### config.mk
export PLATFORM = sky130hd
export DESIGN_NAME = ascon_stream_driver
export DESIGN_NICKNAME = d
export VERILOG_FILES = /design/src/rtl/ascon_stream_driver.sv
export SDC_FILE = /design/constraint.sdc
export NUM_CORES = 2
export LEC_CHECK = 0
export ABC_AREA = 0
export CORE_MARGIN = 1.5
export CORE_UTILIZATION = 35
export CTS_BUF_LIST = sky130_fd_sc_hd__clkbuf_2
export DETAILED_ROUTE_END_ITERATION = 12
export GPL_ROUTABILITY_DRIVEN = 0
export GPL_TIMING_DRIVEN = 0
export PLACE_DENSITY = 0.61
export SYNTH_ARGS = -nofsm -noshare
export SYNTH_HDL_FRONTEND = slang
export SYNTH_SLANG_ARGS = --single-unit
### constraint.sdc
create_clock -name clk -period 13.9 [get_ports clk]
set_input_delay 2.085 -clock clk [delete_from_list [all_inputs] [get_ports clk]]
set_output_delay 2.085 -clock clk [all_outputs]
set_load 0.05 [all_outputs]
### src/rtl/ascon_stream_driver.sv
// ascon_stream_driver: initiator-side sequencer for the Ascon core streaming
// interface. The host preloads AD/data blocks into an input buffer and issues
// run_i; the driver pulses the core start, feeds the blocks under valid/ready,
// captures output blocks and the tag, and compares the tag on decryption.
//
// Optional build macro: ASCON_DRV_WATCHDOG_EN adds a WDOG_WIDTH-bit
// inactivity watchdog and the err_timeout_o output.
module ascon_stream_driver #(
    parameter int BLOCK_WIDTH = 64,
    parameter int TAG_WIDTH   = 128,
    parameter int DEPTH       = 32,
    parameter int AW          = $clog2(DEPTH)
`ifdef ASCON_DRV_WATCHDOG_EN
    ,
    parameter int WDOG_WIDTH  = 16
`endif
) (
    input  logic                   clk,
    input  logic                   rst,
    // host side: input buffer write port
    input  logic                   wr_en_i,
    input  logic [AW-1:0]          wr_addr_i,
    input  logic [BLOCK_WIDTH-1:0] wr_data_i,
    // host side: output buffer read port
    input  logic [AW-1:0]          rd_addr_i,
    output logic [BLOCK_WIDTH-1:0] rd_data_o,
    // host side: command
    input  logic                   run_i,
    input  logic                   decrypt_i,
    input  logic [AW:0]            n_blk_i,
    input  logic [TAG_WIDTH-1:0]   exp_tag_i,
    // core side
    output logic                   core_start_o,
    output logic [BLOCK_WIDTH-1:0] core_data_o,
    output logic                   core_data_valid_o,
    input  logic                   core_data_ready_i,
    input  logic [BLOCK_WIDTH-1:0] core_data_i,
    input  logic                   core_data_valid_i,
    input  logic [TAG_WIDTH-1:0]   core_tag_i,
    input  logic                   core_tag_valid_i,
    input  logic                   core_done_i,
    // status
    output logic                   busy_o,
    output logic                   done_o,
    output logic [TAG_WIDTH-1:0]   tag_o,
    output logic                   auth_ok_o,
    output logic [AW:0]            out_cnt_o,
`ifdef ASCON_DRV_WATCHDOG_EN
    output logic                   err_timeout_o,
`endif
    output logic                   err_ovf_o
);

    typedef enum logic [2:0] {
        S_IDLE,
        S_START,
        S_FEED,
        S_WAIT,
        S_DONE
    } state_t;

    state_t                 state_q, state_d;
    logic [AW:0]            rd_ptr_q, rd_ptr_d;
    logic [AW:0]            n_blk_q, n_blk_d;
    logic [AW:0]            out_cnt_q, out_cnt_d;
    logic                   decrypt_q, decrypt_d;
    logic [TAG_WIDTH-1:0]   exp_tag_q, exp_tag_d;
    logic [TAG_WIDTH-1:0]   tag_q, tag_d;
    logic                   auth_ok_q, auth_ok_d;
    logic                   err_ovf_q, err_ovf_d;
    logic [BLOCK_WIDTH-1:0] rd_data_q;

    logic [BLOCK_WIDTH-1:0] inbuf  [DEPTH];
    logic [BLOCK_WIDTH-1:0] outbuf [DEPTH];

    logic                   active;
    logic                   run_accept;
    logic                   in_we;
    logic                   out_we;
    logic                   xfer;
    logic [AW:0]            ptr_inc;

`ifdef ASCON_DRV_WATCHDOG_EN
    logic [WDOG_WIDTH-1:0]  wdog_q, wdog_d;
    logic                   err_timeout_q, err_timeout_d;
    logic                   activity;
`endif

    // Qualifiers shared by the FSM, the buffers and the capture logic.
    always_comb begin
        active     = (state_q != S_IDLE);
        run_accept = (state_q == S_IDLE) && run_i;
        in_we      = (state_q == S_IDLE) && wr_en_i;
        // out_cnt never exceeds DEPTH, so its MSB alone flags a full buffer
        out_we     = active && core_data_valid_i && !out_cnt_q[AW];
        xfer       = (state_q == S_FEED) && core_data_ready_i;
        ptr_inc    = rd_ptr_q + 1'b1;
`ifdef ASCON_DRV_WATCHDOG_EN
        activity   = core_data_valid_i || core_tag_valid_i || core_done_i || xfer;
`endif
    end

    // Next-state logic: sequencing, command latch, output and tag capture.
    always_comb begin
        state_d   = state_q;
        rd_ptr_d  = rd_ptr_q;
        n_blk_d   = n_blk_q;
        out_cnt_d = out_cnt_q;
        decrypt_d = decrypt_q;
        exp_tag_d = exp_tag_q;
        tag_d     = tag_q;
        auth_ok_d = auth_ok_q;
        err_ovf_d = err_ovf_q;
`ifdef ASCON_DRV_WATCHDOG_EN
        wdog_d        = wdog_q;
        err_timeout_d = err_timeout_q;
`endif

        case (state_q)
            S_IDLE: begin
                if (run_i) begin
                    decrypt_d = decrypt_i;
                    n_blk_d   = n_blk_i;
                    exp_tag_d = exp_tag_i;
                    out_cnt_d = '0;
                    err_ovf_d = 1'b0;
                    auth_ok_d = 1'b0;
                    tag_d     = '0;
                    rd_ptr_d  = '0;
                    state_d   = S_START;
                end
            end
            S_START: begin
                state_d = (n_blk_q != '0) ? S_FEED : S_WAIT;
            end
            S_FEED: begin
                if (xfer) begin
                    rd_ptr_d = ptr_inc;
                    if (ptr_inc == n_blk_q) begin
                        state_d = S_WAIT;
                    end
                end
                // a premature done abandons whatever is left to feed
                if (core_done_i) begin
                    state_d = S_DONE;
                end
            end
            S_WAIT: begin
                if (core_done_i) begin
                    state_d = S_DONE;
                end
            end
            S_DONE: begin
                state_d = S_IDLE;
            end
            default: begin
                state_d = S_IDLE;
            end
        endcase

        if (active) begin
            if (core_data_valid_i) begin
                if (!out_cnt_q[AW]) begin
                    out_cnt_d = out_cnt_q + 1'b1;
                end else begin
                    err_ovf_d = 1'b1;
                end
            end
            if (core_tag_valid_i) begin
                tag_d     = core_tag_i;
                auth_ok_d = decrypt_q && (core_tag_i == exp_tag_q);
            end
        end

`ifdef ASCON_DRV_WATCHDOG_EN
        if (run_accept) begin
            wdog_d        = '1;
            err_timeout_d = 1'b0;
        end else if (active && activity) begin
            wdog_d = '1;
        end else if ((state_q == S_FEED) || (state_q == S_WAIT)) begin
            if (wdog_q == '0) begin
                state_d       = S_DONE;
                err_timeout_d = 1'b1;
            end else begin
                wdog_d = wdog_q - 1'b1;
            end
        end
`endif
    end

    // Control and status registers.
    always_ff @(posedge clk or posedge rst) begin
        if (rst) begin
            state_q   <= S_IDLE;
            rd_ptr_q  <= '0;
            n_blk_q   <= '0;
            out_cnt_q <= '0;
            decrypt_q <= 1'b0;
            exp_tag_q <= '0;
            tag_q     <= '0;
            auth_ok_q <= 1'b0;
            err_ovf_q <= 1'b0;
        end else begin
            state_q   <= state_d;
            rd_ptr_q  <= rd_ptr_d;
            n_blk_q   <= n_blk_d;
            out_cnt_q <= out_cnt_d;
            decrypt_q <= decrypt_d;
            exp_tag_q <= exp_tag_d;
            tag_q     <= tag_d;
            auth_ok_q <= auth_ok_d;
            err_ovf_q <= err_ovf_d;
        end
    end

`ifdef ASCON_DRV_WATCHDOG_EN
    // Watchdog counter and sticky timeout flag.
    always_ff @(posedge clk or posedge rst) begin
        if (rst) begin
            wdog_q        <= '0;
            err_timeout_q <= 1'b0;
        end else begin
            wdog_q        <= wdog_d;
            err_timeout_q <= err_timeout_d;
        end
    end

    assign err_timeout_o = err_timeout_q;
`endif

    // Input buffer: host writes, accepted only while idle.
    always_ff @(posedge clk) begin
        if (in_we) begin
            inbuf[wr_addr_i] <= wr_data_i;
        end
    end

    // Output buffer: core output blocks, stored in arrival order.
    always_ff @(posedge clk) begin
        if (out_we) begin
            outbuf[out_cnt_q[AW-1:0]] <= core_data_i;
        end
    end

    // Registered host read port of the output buffer.
    always_ff @(posedge clk or posedge rst) begin
        if (rst) begin
            rd_data_q <= '0;
        end else begin
            rd_data_q <= outbuf[rd_addr_i];
        end
    end

    assign core_start_o      = (state_q == S_START);
    assign core_data_valid_o = (state_q == S_FEED);
    assign core_data_o       = core_data_valid_o ? inbuf[rd_ptr_q[AW-1:0]] : '0;
    assign busy_o            = (state_q == S_START) || (state_q == S_FEED) ||
                               (state_q == S_WAIT);
    assign done_o            = (state_q == S_DONE);
    assign tag_o             = tag_q;
    assign auth_ok_o         = auth_ok_q;
    assign out_cnt_o         = out_cnt_q;
    assign err_ovf_o         = err_ovf_q;
    assign rd_data_o         = rd_data_q;

endmodule

* Word level (Yosys, flattened, before mapping)
Memories as Yosys holds them, arrays and structs flattened. A register that Yosys moved wholly into a read port is not among the register bits. Index checks and enable logic that the tools add are counted.
Word-level totals: bits in registers 280, bits in writable memories 4096, word-level logic and storage cells 72, memories kept 2
Memories:
- inbuf | words 32, bits a word 64, rd ports 1, clocked after Yosys merged registers in 0, write ports 1, line 73 | logic [BLOCK_WIDTH-1:0] inbuf [DEPTH];
- outbuf | words 32, bits a word 64, rd ports 1, clocked after Yosys merged registers in 1, write ports 1, line 74 | logic [BLOCK_WIDTH-1:0] outbuf [DEPTH];
Operators by class: add/subtract/negate cells 2, equal/unequal tests 11, multiplexer cells 33, reduce and logical (&&, ||, !) cells 15
Operators by type and width (count):
- $mux 128 | 4
- $eq 128x128->1 | 1
- $mux 64 | 1
- $mux 6 | 7
- $mux 3 | 5
- $mux 1 | 14
- $add 6x1->6 const B | 2
- $pmux 3 s4 | 1
- $pmux 6 s2 | 1
- $eq 3x2->1 const B | 2
- $eq 6x6->1 | 1
- $ne 3x1->1 const B | 2
- $reduce_bool 6->1 | 1
- $logic_and 1x1->1 | 5
- $ne 2x2->1 const B | 2
- $reduce_and 4->1 | 1
- $eq 3x1->1 const B | 1
- $eq 3x3->1 const B | 1
- $logic_not 3->1 | 1
- $reduce_and 3->1 | 1
- $reduce_bool 3->1 | 1
- $logic_or 1x1->1 | 2
- $ne 2x1->1 const B | 1
- $reduce_and 2->1 | 1
- other kinds (2) | 2

* Longest topological paths before layout
depth after elaboration 6, depth in mapped cells 10

* Worst setup path after synthesis
OpenSTA, ideal clock, no wires.
path type input -> register, from input port core_data_valid_i, to memory outbuf[15][0] (enable), data arrival time 7.410 ns, data required time 13.322 ns, setup slack 5.911 ns, stages 3, path buffers 0, cell sequence nor3b_2 -> nand3_1 -> nor3b_1
Between the ends: word-level cells in the longest chain between the ends 4
RTL lines:
- from (decl) | line 38 | input logic core_data_valid_i,
- $logic_and 1x1->1 (2 in a row) | line 95 | out_we = active && core_data_valid_i && !out_cnt_q[AW];
- $mux 1 | line 241 | if (out_we) begin
- $mux 1 (not written as such) | line 242 | outbuf[out_cnt_q[AW-1:0]] <= core_data_i;
- to (decl) | line 74
Every way passes these cells.

* Worst setup path after layout
from register rd_ptr_q[3], to output port core_data_o[49]
Between the ends: word-level cells in the longest chain between the ends 2
RTL lines:
- from (decl) | line 63 | logic [AW:0] rd_ptr_q, rd_ptr_d;
- from (signal assigned) | line 206 | rd_ptr_q <= rd_ptr_d;
- $mem_v2 32x64
- $mux 64 | line 257 | assign core_data_o = core_data_valid_o ? inbuf[rd_ptr_q[AW-1:0]] : '0;
- to (decl) | line 34 | output logic [BLOCK_WIDTH-1:0] core_data_o,
Every way passes these cells.

==> impl_results.md <==
- Via count of the first global-routing pass: 97.78k
- List of cells traversed by the critical path: clkbuf_2, inv_2, clkbuf_1, clkbuf_1, o221ai_1, o22ai_1, a21oi_1, a21oi_1, nor2_1, clkdlybuf4s50_1
- Share of synthesized registers carrying an async set or reset: 0.07748
- Post-route setup TNS: 0 ns
- Worst Max-Slew Pin Slew: 1.577 ns
- PnR worst setup slack: 4.395 ns
- Height of the chip: 700.1 um
- Syn Area/Cell: 20.60 um^2
- Die width: 700.1 um
- Min-delay worst type: input port to flop
- Reg2Reg Launch Point: state_q[2]
- Library cell occupying the most area in the post-synthesis netlist: sky130_fd_sc_hd__edfxtp_1
- Endpoint of the worst-slack reg-to-reg timing path: tag_o[92]
- Most frequent standard cell in the layout excluding fill and tap cells: sky130_fd_sc_hd__edfxtp_1
- Count of fill cells added during filler insertion: 42.84k
- Violated checks: capacitance limit, slew limit
- Post-detailed-placement cell area: 0.1897 mm^2
- Starting utilization of the core area: 0.3521
- Post-synthesis instance total: 8257
- Flop and latch count out of synthesis: 4440
- Maximum frequency from static timing analysis: 105.2 MHz
- Post-synthesis instance area: 0.1701 mm^2
- Grt ovf: 0
- Input/output buffers: 671
- Unrepaired setup endpoints after global routing: no
- FF-to-FF setup slack: around 10 ns
- Die Outline Area: 0.4901 mm^2
- TritonRoute pass-1 iters: 6
- Static leakage: 65.59 nW
- Number of antenna violations at the first check in global routing: 133
- IR drop worst, VDD: ~120 uV
- Relative slew slack: -0.05136
- Max Clock Skew: approximately 0.3 ns
- Max-cap violation count: 2
- Hold worst-path end: exp_tag_q[113]
- Dominant cells by area after synthesis: sky130_fd_sc_hd__edfxtp_1, sky130_fd_sc_hd__mux4_2, sky130_fd_sc_hd__dfrtp_1
- Minimum clock period: 9.505 ns
- CORE AREA: approximately 0.48 mm^2
- GRT Overall Usage: 0.2126
- Detailed Place HPWL: 362.7 mm
- Initial drt markers: 10.54k
- Total count of hold-check failures in the final report: 0
- Kind of end point of the critical path: primary output
- Proportion of layout cells with a drive suffix above 1: 0.2870
- Worst setup timing slack at the placement stage: about 6.5 ns
- Number of placed I/O pins: between 600 and 700
- Worst-path maximum fanout: 10
- Sequential-to-total area share from yosys stat: 0.7739
- Cell Count, Final, Fillers Out: 17.59k
- Register clock-pin slew on the reported worst setup and hold paths: 0.11 ns
- Max-slew violations: 22
- # hold bufs at CTS: 20
- Number of rows created at floorplan: 255
- Setup CP Type: flop to primary output
- Status: complete, but fails checks
- Wire length of the first global-routing pass: 728.0 mm
- Final Setup Violations: 0
- Total routed wirelength: 529.1 mm
- Slowest library cell on the worst path: sky130_fd_sc_hd__clkbuf_1
- Clock insertion delay at the later pin of the skew report: 2.32 ns
- Clock tree from TritonCTS: done
- Number of synthesized flops with an enable pin: approximately 4.1k
- Placed cell count: around 16k
- Htree depth: 7
- Setup bufs post-CTS: 0
- Most instantiated flip-flop cell in the synthesis netlist: sky130_fd_sc_hd__edfxtp_1
- Antenna-violating nets left: 0
- Endpoint arrival time on the critical path: about 7.4 ns
- Maximum buffer depth of the clock tree: 5
- Hold path cells: 3
- Share of the synthesized area in the top cell type: 0.7232
- Worst Reg-to-Reg Cells: 6
- Number of sinks driven by the clock tree: approximately 4.4k
- Worst hold start: exp_tag_i[113]
- Pwr dens: approximately 160 mW/mm^2
- Area added between synthesis and finish: 17.44%
- Summed area of non-filler cells in the final layout: about 0.20 mm^2
- Critical path required time: between 10 and 15 ns
- Nets@finish: 10.78k
- Warnings from Yosys: 0
- Commonest cells after routing, fill and taps aside: sky130_fd_sc_hd__edfxtp_1, sky130_fd_sc_hd__clkbuf_2, sky130_fd_sc_hd__mux4_2
- Final worst-path cycle share: 0.6838
- Peak per-stage delay on the critical path: 1.00 ns
- Inserted Clock Buffers: 1194
- Routed wirelength normalized by instance count: 30.08 um
- Average vias per placed instance: roughly 5.4
- Detailed-route DRC error count: 0
- Number of distinct standard cells referenced by the synthesized netlist: 50
- Startpoint kind of the worst setup timing path: flop
- Number of gates given a new drive strength after cts: 0
- Mapped Nets: 8671
- Largest net degree at the start of global routing: between 100 and 150
- Clock root buffer master: sky130_fd_sc_hd__clkbuf_2
- Vias after detailed routing: 94.93k
==> critical path, delay by kind of cell, from the launching register on <==
family | cells | cell delay [ns]
AOI/OAI and AO/OA | 4 | 1.19
and+or+nand+nor | 1 | 0.08
DFF | 1 | 0.37
buffers and inverters | 5 | 3.60
==> worst max path at each step <==
stage | startpoint | to
after floorplan | rst | auth_ok_o
after global placement | rst | rd_data_o[18]
after detailed placement | rd_ptr_q[3] | core_data_o[49]
after CTS | rd_ptr_q[3] | core_data_o[49]
after global routing | rd_ptr_q[3] | core_data_o[49]
final | rd_ptr_q[3] | core_data_o[49]
==> where the power goes <==
| group | switching, mW | total [mW] | internal, mW |
|---|---|---|---|
| sequential | 0.373 | 15.6 | 15.2 |
| clock | 5.22 | 8.62 | 3.40 |
| combinational | 4.44 | 6.80 | 2.36 |
==> registers in the layout, indices dropped and copies added, names as in the netlist <==
register / count
inbuf: 2048
outbuf: 2048
exp_tag_q: 128
tag_o: 128
rd_data_o: 64
n_blk_q: 6
out_cnt_o: 6
rd_ptr_q: 6
state_q: 3
auth_ok_o: 1
decrypt_q: 1
err_ovf_o: 1
==> per-stage QoR <==
step,power (mW),utilization,hold WS (ns)
after floorplan,19.71,-,0.4457
after global placement,22.53,0.3826,0.4802
after detailed placement,22.68,0.3926,0.4830
after CTS,31.27,0.4131,0.004155
after global routing,32.30,0.4133,0.1521
final,31.01,0.4135,0.3829
==> cells in the mapped netlist, types with 5 or more instances <==
library cell                count
sky130_fd_sc_hd__edfxtp_1    4096
sky130_fd_sc_hd__mux4_2       926
sky130_fd_sc_hd__nand2_1      752
sky130_fd_sc_hd__mux2i_1      472
sky130_fd_sc_hd__dfrtp_1      344
sky130_fd_sc_hd__clkbuf_1     287
sky130_fd_sc_hd__a21oi_1      254
sky130_fd_sc_hd__o221ai_1     239
sky130_fd_sc_hd__nor2_1       136
sky130_fd_sc_hd__o22ai_1      134
sky130_fd_sc_hd__buf_2        119
sky130_fd_sc_hd__mux2_2        65
sky130_fd_sc_hd__a211oi_1      61
sky130_fd_sc_hd__inv_1         54
sky130_fd_sc_hd__xor2_1        52
sky130_fd_sc_hd__o21ai_0       39
sky130_fd_sc_hd__xnor2_1       37
sky130_fd_sc_hd__buf_1         26
sky130_fd_sc_hd__buf_4         22
sky130_fd_sc_hd__nor4_1        22
sky130_fd_sc_hd__nand4_1       16
sky130_fd_sc_hd__nand2b_1      14
sky130_fd_sc_hd__nor2b_1       11
sky130_fd_sc_hd__a22o_1         9
sky130_fd_sc_hd__nand3_1        7
sky130_fd_sc_hd__nand3b_1       6
sky130_fd_sc_hd__o2111ai_1      6
sky130_fd_sc_hd__o2bb2ai_1      6
sky130_fd_sc_hd__ha_1           5
==> logic make-up (layout without fill, tap and decap cells) <==
| logic type | count (synthesis) | after routing | share of synthesized area |
|---|---|---|---|
| multiplexers | 1463 | 1463 | 0.1547 |
| AO/OA/AOI/OAI | 759 | 759 | 0.03021 |
| buffers and inverters | 512 | 3351 | 0.01279 |
| other | 0 | 70 | 0 |
| XOR/XNOR | 89 | 89 | 0.004584 |
| flip-flops | 4440 | 4440 | 0.7739 |
| adder cells (fa/ha/maj) | 5 | 5 | 0.0003679 |
| AND/OR/NAND/NOR | 989 | 989 | 0.02346 |
==> cell type report <==
cell class / instances / area (um^2) / area share
timing repair buffer: 911 / 11220 / 0.05619
clock inverter: 260 / 1338 / 0.006697
sequential: 4440 / 131600 / 0.6589
buffer: 457 / 1991 / 0.009967
multi-input combinational: 3305 / 36790 / 0.1842
clock buffer: 1668 / 8348 / 0.04180
inverter: 55 / 214.0 / 0.001071
antenna: 70 / 175.2 / 0.0008771
tap: 6425 / 8039 / 0.04025
==> per-layer routing <==
layer  wire [um]  vias up  GRT usage
met5         311        -          0
met3       52490     1076    0.06708
met2      254200     5243     0.3403
li1            -    38840          -
met4       19130       50    0.09207
met1      202900    49710     0.2662
No activity file was read; power rests on OpenSTA's default activity.
